--- config.mk ---
export PLATFORM = sky130hd
export DESIGN_NAME = mux_scan_module
export DESIGN_NICKNAME = d
export VERILOG_FILES = /design/src/rtl/mux_scan_pkg.sv /design/src/rtl/mux_scan_next.sv /design/src/rtl/mux_scan_module.sv
export SDC_FILE = /design/constraint.sdc
export NUM_CORES = 1
export LEC_CHECK = 0
export ABC_AREA = 0
export BUFFER_PORTS_ARGS = -buffer_cell sky130_fd_sc_hd__buf_2
export CAP_MARGIN = 0
export CORE_UTILIZATION = 25
export CTS_CLUSTER_SIZE = 25
export DETAILED_ROUTE_END_ITERATION = 10
export PLACE_DENSITY = 0.59
export RECOVER_POWER = 100
export SYNTH_ARGS = -nofsm -noshare
export SYNTH_HDL_FRONTEND = slang
export SYNTH_SLANG_ARGS = --single-unit
--- constraint.sdc ---
create_clock -name CLK -period 1.9 [get_ports CLK]
set_clock_uncertainty 0.1 [all_clocks]
set_input_delay 0.095 -clock CLK [delete_from_list [all_inputs] [get_ports CLK]]
set_output_delay 0.095 -clock CLK [all_outputs]
set_load 0.05 [all_outputs]
--- src/rtl/mux_scan_pkg.sv ---
// Shared types and helpers for the scanning multiplexer.
package mux_scan_pkg;

    typedef enum logic [1:0] {
        ST_IDLE = 2'd0,
        ST_MAN  = 2'd1,
        ST_SCAN = 2'd2
    } state_t;

    localparam logic MODE_MANUAL = 1'b0;
    localparam logic MODE_SCAN   = 1'b1;

    function automatic int clog2(input int n);
        int r;
        r = 0;
        while ((1 << r) < n) r++;
        return r;
    endfunction

endpackage

--- src/rtl/mux_scan_next.sv ---
// Circular next-enabled-channel finder: searches ptr+1, ptr+2, ... and finally ptr itself.
module mux_scan_next #(
    parameter int CHANNELS = 8,
    parameter int SEL_W    = 3
) (
    input  logic [CHANNELS-1:0] en,
    input  logic [SEL_W-1:0]    ptr,
    output logic [SEL_W-1:0]    next_idx,
    output logic                found,
    output logic                wrap
);

    // Walk offsets from farthest to nearest so the nearest enabled channel wins.
    always_comb begin
        logic [SEL_W-1:0] cand;
        cand     = '0;
        next_idx = ptr;
        for (int off = CHANNELS; off >= 1; off--) begin
            cand = SEL_W'((int'(ptr) + off) % CHANNELS);
            if (en[cand]) next_idx = cand;
        end
    end

    assign found = |en;
    assign wrap  = found && (next_idx <= ptr);

endmodule

--- src/rtl/mux_scan_module.sv ---
// N-channel registered mux with manual addressing or round-robin scan.
// Define MUX_SCAN_MASK_EN to add the per-channel EN port and masked scanning.
module mux_scan_module
    import mux_scan_pkg::*;
#(
    parameter int WIDTH    = 8,
    parameter int CHANNELS = 8,
    parameter int DWELL    = 4,
    localparam int SEL_W   = clog2(CHANNELS)
) (
    input  logic                      CLK,
    input  logic                      RST,
    input  logic                      CSn,
    input  logic                      MODE,
    input  logic [SEL_W-1:0]          A,
    input  logic [WIDTH*CHANNELS-1:0] D,
`ifdef MUX_SCAN_MASK_EN
    input  logic [CHANNELS-1:0]       EN,
`endif
    output logic [WIDTH-1:0]          Y,
    output logic [SEL_W-1:0]          CH,
    output logic                      VALID,
    output logic                      WRAP
);

    localparam int CNT_W = (DWELL > 1) ? clog2(DWELL) : 1;

    state_t             state, state_next;
    logic [SEL_W-1:0]   ptr, ptr_d;
    logic [CNT_W-1:0]   cnt, cnt_d, cnt_now;
    logic               wrap_pend, wrap_pend_d;
    logic [WIDTH-1:0]   y_d;
    logic [SEL_W-1:0]   ch_d;
    logic               valid_d, wrap_d;

    logic [WIDTH-1:0]   chan [CHANNELS];
    logic [CHANNELS-1:0] en_mask;
    logic [SEL_W-1:0]   first_ch, cur_ch, adv_ch;
    logic               adv_wrap, any_en, entering, a_in_range;

    for (genvar k = 0; k < CHANNELS; k++) begin : g_chan
        assign chan[k] = D[k*WIDTH +: WIDTH];
    end

`ifdef MUX_SCAN_MASK_EN
    assign en_mask = EN;

    always_comb begin
        first_ch = '0;
        for (int k = CHANNELS - 1; k >= 0; k--) begin
            if (en_mask[k]) first_ch = SEL_W'(k);
        end
    end

    mux_scan_next #(
        .CHANNELS (CHANNELS),
        .SEL_W    (SEL_W)
    ) u_next (
        .en       (en_mask),
        .ptr      (cur_ch),
        .next_idx (adv_ch),
        .found    (any_en),
        .wrap     (adv_wrap)
    );
`else
    assign en_mask  = '1;
    assign first_ch = '0;
    assign any_en   = 1'b1;
    assign adv_wrap = (cur_ch == SEL_W'(CHANNELS - 1));
    assign adv_ch   = adv_wrap ? '0 : cur_ch + 1'b1;
`endif

    // A fresh entry into scan always starts a full dwell on the first channel.
    assign entering   = (state != ST_SCAN);
    assign cur_ch     = entering ? first_ch : ptr;
    assign cnt_now    = entering ? '0 : cnt;
    assign a_in_range = (int'(A) < CHANNELS);

    always_ff @(posedge CLK or posedge RST) begin
        if (RST) state <= ST_IDLE;
        else     state <= state_next;
    end

    always_comb begin
        state_next = ST_IDLE;
        if (!CSn) begin
            if (MODE == MODE_MANUAL) state_next = ST_MAN;
            else if (MODE == MODE_SCAN) state_next = ST_SCAN;
        end
    end

    // Next values for the registered outputs; idle and manual leave ptr/cnt cleared.
    always_comb begin
        y_d         = '0;
        ch_d        = '0;
        valid_d     = 1'b0;
        wrap_d      = 1'b0;
        ptr_d       = '0;
        cnt_d       = '0;
        wrap_pend_d = 1'b0;
        case (state_next)
            ST_MAN: begin
                ch_d = A;
                if (a_in_range && en_mask[A]) begin
                    y_d     = chan[A];
                    valid_d = 1'b1;
                end
            end
            ST_SCAN: begin
                ch_d  = cur_ch;
                ptr_d = ptr;
                cnt_d = cnt;
                if (any_en) begin
                    if (en_mask[cur_ch]) begin
                        y_d     = chan[cur_ch];
                        valid_d = 1'b1;
                    end
                    wrap_d = !entering && wrap_pend;
                    if (cnt_now == CNT_W'(DWELL - 1)) begin
                        cnt_d       = '0;
                        ptr_d       = adv_ch;
                        wrap_pend_d = adv_wrap;
                    end else begin
                        cnt_d = cnt_now + 1'b1;
                        ptr_d = cur_ch;
                    end
                end
            end
            default: ;
        endcase
    end

    always_ff @(posedge CLK or posedge RST) begin
        if (RST) begin
            Y         <= '0;
            CH        <= '0;
            VALID     <= 1'b0;
            WRAP      <= 1'b0;
            ptr       <= '0;
            cnt       <= '0;
            wrap_pend <= 1'b0;
        end else begin
            Y         <= y_d;
            CH        <= ch_d;
            VALID     <= valid_d;
            WRAP      <= wrap_d;
            ptr       <= ptr_d;
            cnt       <= cnt_d;
            wrap_pend <= wrap_pend_d;
        end
    end

endmodule
# After elaboration in Yosys (flattened, before gate mapping)
# Memory sizes are Yosys's and may differ from the RTL's.
# Cells that the tools add are included.
# word_totals
rom_bits	16
reg_bits	21
input_bits	71
output_inout_bits	13
word_cells	52
mem_count	2
ram_bits	0
latch_bits	0
# mem_list
name	depth	width	read_ports	rd_ports_with_merged_regs	write_ports	line_no	source
(name not given)	8	1	1	0	0	mux_scan_module.sv:114	if (en_mask[cur_ch]) begin
(name not given)	8	1	1	0	0	mux_scan_module.sv:104	if (a_in_range && en_mask[A]) begin
# classes
eq_ne	5
n_reduce_logical	2
mul	0
mux	27
n_shift	0
bitwise	2
magnitude_cmp	4
addsub	2
div	0
# ops
operator	n
$bmux W8 S3	2
$mux W8	6
$pmux W8 S2	1
$mux W3	4
$mux W2	5
$ge A4 B4 Y1 const B	2
$lt A3 B4 Y1 const B	2
$not A3 Y4	2
$mux W1	7
$pmux W3 S2	1
$eq A2 B2 Y1 const B	2
$add A3 B1 Y3 const B	1
$eq A3 B3 Y1 const B	1
$add A2 B1 Y2 const B	1
$eq A2 B1 Y1 const B	1
$ne A2 B2 Y1 const B	1
$pmux W1 S2	1
$logic_and A1 B1 Y1	1
$logic_not A1 Y1	1

# Logic depth before layout (Yosys ltp)
# logic_depth
depth_word	8
depth_mapped	9
mapped_depth_nobuf	8

# Worst setup path before layout
# No wires, ideal clock.
# synth_path
kind	register to register
from	register state[0]
to	register ptr[0]
path_slack_ns	0.068
path_buffers	2
arrival_ns	1.660
period_less_slack_ns	1.832
required_time_ns	1.728
setup_time_ns	0.072
path_stages_with_launch	9
cell_sequence	dfrtp_1 nor2b_1 buf_2 clkbuf_1 and2_1 ha_1 nor2b_1 a21oi_1 nor2_1
# synth_via
elab_chain_len	6
elab_cells_between_ends	9
classes_between	add/sub (1); eq/ne (3); mux (5)
# synth_lines
element	line_no	source
from (decl)	mux_scan_module.sv:28	state_t state, state_next;
from (signal assigned)	mux_scan_module.sv:81	else state <= state_next;
$ne A2 B2 Y1 (*)	mux_scan_module.sv:74	assign entering = (state != ST_SCAN);
$mux W3	mux_scan_module.sv:75	assign cur_ch = entering ? first_ch : ptr;
$add A3 B1 Y3 / $eq A3 B3 Y1 (equally long branches)	mux_scan_module.sv:70, mux_scan_module.sv:69	
$mux W3	mux_scan_module.sv:70	assign adv_ch = adv_wrap ? '0 : cur_ch + 1'b1;
$mux W3 (*)	mux_scan_module.sv:119	if (cnt_now == CNT_W'(DWELL - 1)) begin
$mux W3 (*)	mux_scan_module.sv:101	case (state_next)
net ptr_d[0]	mux_scan_module.sv:29	logic [SEL_W-1:0] ptr, ptr_d;
to (signal assigned)	mux_scan_module.sv:147	ptr <= ptr_d;
to (decl)	mux_scan_module.sv:29	
# The timed path passes the listed nets; every way through them passes the cells marked *.

# Final worst setup path
# layout_path
from	input CSn
to	register Y[6]
# layout_via
elab_chain_len	3
elab_cells_between_ends	4
classes_between	eq/ne (2); mux (2)
# layout_lines
element	line_no	source
from (decl)	mux_scan_module.sv:13	input logic CSn,
$mux W2 (*)	mux_scan_module.sv:86	if (!CSn) begin
net state_next[1]	mux_scan_module.sv:28	
$eq A2 B2 Y1 / $eq A2 B1 Y1 (equally long branches)	mux_scan_module.sv:101	
$pmux W8 S2 (*)	mux_scan_module.sv:101	
net y_d[6]	mux_scan_module.sv:32	logic [WIDTH-1:0] y_d;
to (signal assigned)	mux_scan_module.sv:143	Y <= y_d;
to (decl)	mux_scan_module.sv:20	output logic [WIDTH-1:0] Y,
# Marked as above.

==> flow_summary.yaml <==
run_status:
  outcome: "finished clean"
clocking:
  cts_tree: "done"
  clockRootBuffer: "clkbuf_8"
  cts_sinks: 21
  clockBufferDepth: 2
  cts_buffers: 3
  htree_num_levels: 1
  clk_pin_slew_worst_paths_ns: 0.08
  insertion_delay_ns: 0.26
worst_setup_path:
  worstPathBufferInverterCount: 5
  crit_required_ns: 1.96
  critPathKind: "in -> reg"
  path_common_cell: "inv_1"
  crit_chain: "dlygate4sd3_1, clkbuf_1, inv_1, nand2_1, inv_1, nand3_1, clkbuf_2, a221o_1, o311ai_1"
  startpoint_type: "primary input"
  crit_fanout: 8
  cp_top_family: "buffers and inverters"
  cp_slowest_cell: "dlygate4sd3_1"
  arrival_ns: 1.81
  max_stage_delay_ns: 0.53
  cp-end-kind: "flop"
global_routing:
  grt_pass1_wl_um: 9798
  grt_max_degree: 22
  grt.overflow.total: 0
  grt_pass1_vias: 1914
  antenna_found_initial: 0
  grtUsageTotal: 0.1665
floorplanning:
  fp.coreArea_um2: 7331
  fp.dieH_um: 89.45
  fp-row-count: 31
  die-area_um2: 8001
  die_width_um: 89.45
  ios: 84
  start_util: 0.2608
routing:
  first_pass_iters: 4
  wire_per_inst_um: 16.83
  drc_errors: 0
  vias_per_cell: 5.254
  vias: 1965
  routed_wl_um: 6293
  drtIter0Drc: 88
  ant_nets: 0
power:
  pwr-share-comb: 0.329
  p_leak_nw: 1.178
  switchingPower_uw: 362.8
  clockPowerShare: 0.258
  power.density_nw_per_um2: 457.3
  internal-power_uw: 788.4
  pwr-share-seq: 0.413
  total_power_mw: 1.151
  peakVddDrop_mv: 0.2008
  switching_share: 0.3152
timing:
  hold_viol: 0
  rsz0062_at_grt: "false"
  max_freq_mhz: 569.9
  fin_tns_setup_ns: 0
  setup_viol: 0
  worst_pin_slew_ns: 1.165
  fin_crit_ns: 1.755
  fin_crit_sh: 0.9236
  slew_headroom: 0.2234
  slew_viol_final: 0
placed_design:
  dpl.hpwl_um: 4812
  io_buffers: 83
  dp.cells: 367
  placed_area_um2: 2470
  gp_congestion: 0.8408
synthesis:
  synth_edf_count: 0
  synth_cell_type_count: 37
  synth_fp_nets: 259
  ys_async_sr_fraction: 1.000
  synth_compound_area_frac: 0.1774
  synth_top_family_by_area: "multiplexers"
  synth-simple-area-share: 0.1106
  synth_area_per_cell_um2: 10.33
  ys_seq_elements: 21
  syn_inst: 185
  syn_area_um2: 1912
  yosys_warnings: 0
  synthFlopType: "dfrtp_1"
  synthXorXnorAreaFrac: 0
  ys_seq_area_frac: 0.2749
  synthAdderAreaFrac: 0.01963
  synthMuxAreaShare: 0.3344
layout:
  final_cell_count_no_fill: 374
  diodes: 0
  areaGrowthSynthToFinish_pct: 31.68
  layout.nets: 350
  final_area_um2: 2517
  n_fill_cell: 773
  final_layout_size_suffix_gt1_frac: 0.4036
worst_hold_path:
  hold_class: "in -> reg"
flow_run:
  maxCapViolations: 0
==> metal layers <==
| metal | part of all wire | GRT usage | routed length, um |
|---|---|---|---|
| met5 | 0 | 0 | 0 |
| met4 | 0.0075 | 0.04185 | 47 |
| met3 | 0.089 | 0.04063 | 559 |
| met2 | 0.47 | 0.2658 | 2988 |
| met1 | 0.43 | 0.2266 | 2698 |
==> sequential cells by signal, indices dropped and copies added, names as in the netlist <==
signal and flops:
wrap_pend 1, CH 3, cnt 2, state 2
ptr 3, WRAP 1, VALID 1, Y 8
==> timing repair <==
item / CTS / global route
hold buffers: 3 / 0
setup endpoints to repair: 0 / 1
buffers inserted: 0 / 0
hold endpoints to repair: 23 / 0
resized for setup: 0 / 1
==> through the flow <==
stage / util / setup WS (ns) / hold WS [ns]
finish: 0.3434 / 0.1452 / 0.1053
global route: 0.3434 / 0.01540 / 0.1248
CTS: 0.3473 / 0.07334 / 0.09368
detailed placement: 0.3369 / 0.1192 / 0.05265
global placement: 0.3369 / 0.1983 / 0.05363
floorplan: - / 0.06774 / -0.02847
==> power groups by stage <==
stage / clock (mW) / combinational, mW / sequential [mW]
final: 0.298 / 0.378 / 0.475
after CTS: 0.314 / 0.390 / 0.475
after floorplan: 0 / 0.180 / 0.544
after global placement: 0 / 0.379 / 0.484
after detailed placement: 0 / 0.383 / 0.483
after global routing: 0.327 / 0.411 / 0.478
==> final cells by class <==
cell class | instances | area [um2] | share of cell area
clock buffers | 3 | 41.29 | 0.01640
clock inverters | 1 | 5.005 | 0.001988
inverters | 14 | 52.55 | 0.02087
multi-input cells | 135 | 1230 | 0.4886
flip-flops and latches | 21 | 525.5 | 0.2087
well taps | 99 | 123.9 | 0.04920
repair buffers | 101 | 539.3 | 0.2142
==> placed cells by master, fill, tap and decap left out, types with 2 or more instances in the layout <==
cell,instances
ha_1,3
nand2_1,12
nor3_1,2
dfrtp_1,21
mux2i_1,11
inv_1,13
o311ai_0,2
mux4_1,6
a21oi_1,2
nand3b_1,2
nor2_1,19
and3_1,2
mux2_2,13
o22ai_1,14
buf_2,69
a221oi_1,2
clkbuf_1,17
and2_1,2
a221o_1,7
mux4_2,10
o21ai_0,4
clkbuf_8,3
a31oi_1,6
buf_4,10
dlygate4sd3_1,3
o311ai_1,4
==> synth_stat cells, types with 3 or more instances <==
| cell type | instances | area, um2 |
|---|---|---|
| ha_1 | 3 | 37.54 |
| mux2_2 | 13 | 146.4 |
| o311ai_1 | 6 | 52.55 |
| mux4_2 | 10 | 225.2 |
| dfrtp_1 | 21 | 525.5 |
| mux2i_1 | 11 | 110.1 |
| inv_1 | 13 | 48.80 |
| clkbuf_1 | 3 | 11.26 |
| o22ai_1 | 14 | 87.58 |
| nor2_1 | 19 | 71.32 |
| nand2_1 | 12 | 45.04 |
| buf_6 | 3 | 33.78 |
| mux4_1 | 6 | 157.7 |
| and2_1 | 3 | 18.77 |
| a221o_1 | 7 | 70.07 |
| o21ai_0 | 4 | 20.02 |
| buf_2 | 6 | 30.03 |
| a31oi_1 | 6 | 37.54 |
==> logic make-up after synthesis <==
logic type,after synthesis
AOI/OAI and AO/OA,46
and+or+nand+nor,46
muxes,40
buffers and inverters,29
DFF,21
adders and majority gates,3
==> worst reg2reg max path: cells and delay by family, from the launching register on <==
kind                   cells  cell delay (ns)
AO/OA/AOI/OAI              3             0.67
buffers and inverters      1             0.26
flip-flops                 1             0.37
AND/OR/NAND/NOR            1             0.24
==> final timing paths <==
kind | startpoint | endpoint | slack [ns] | depth (start not counted)
max | CSn | Y[6]$_DFF_PP0_ | 0.15 | 9
min | A[2] | CH[2]$_DFF_PP0_ | 0.11 | 3
max reg2reg | state[1]$_DFF_PP0_ | Y[2]$_DFF_PP0_ | 0.15 | 5
min reg2reg | wrap_pend$_DFF_PP0_ | WRAP$_DFF_PP0_ | 0.43 | 1
max in group asynchronous | RST | ptr[2]$_DFF_PP0_ | 0.38 | 4
min in group asynchronous | RST | ptr[0]$_DFF_PP0_ | 0.64 | 4
Note: power is estimated with default switching activity, not from simulation.
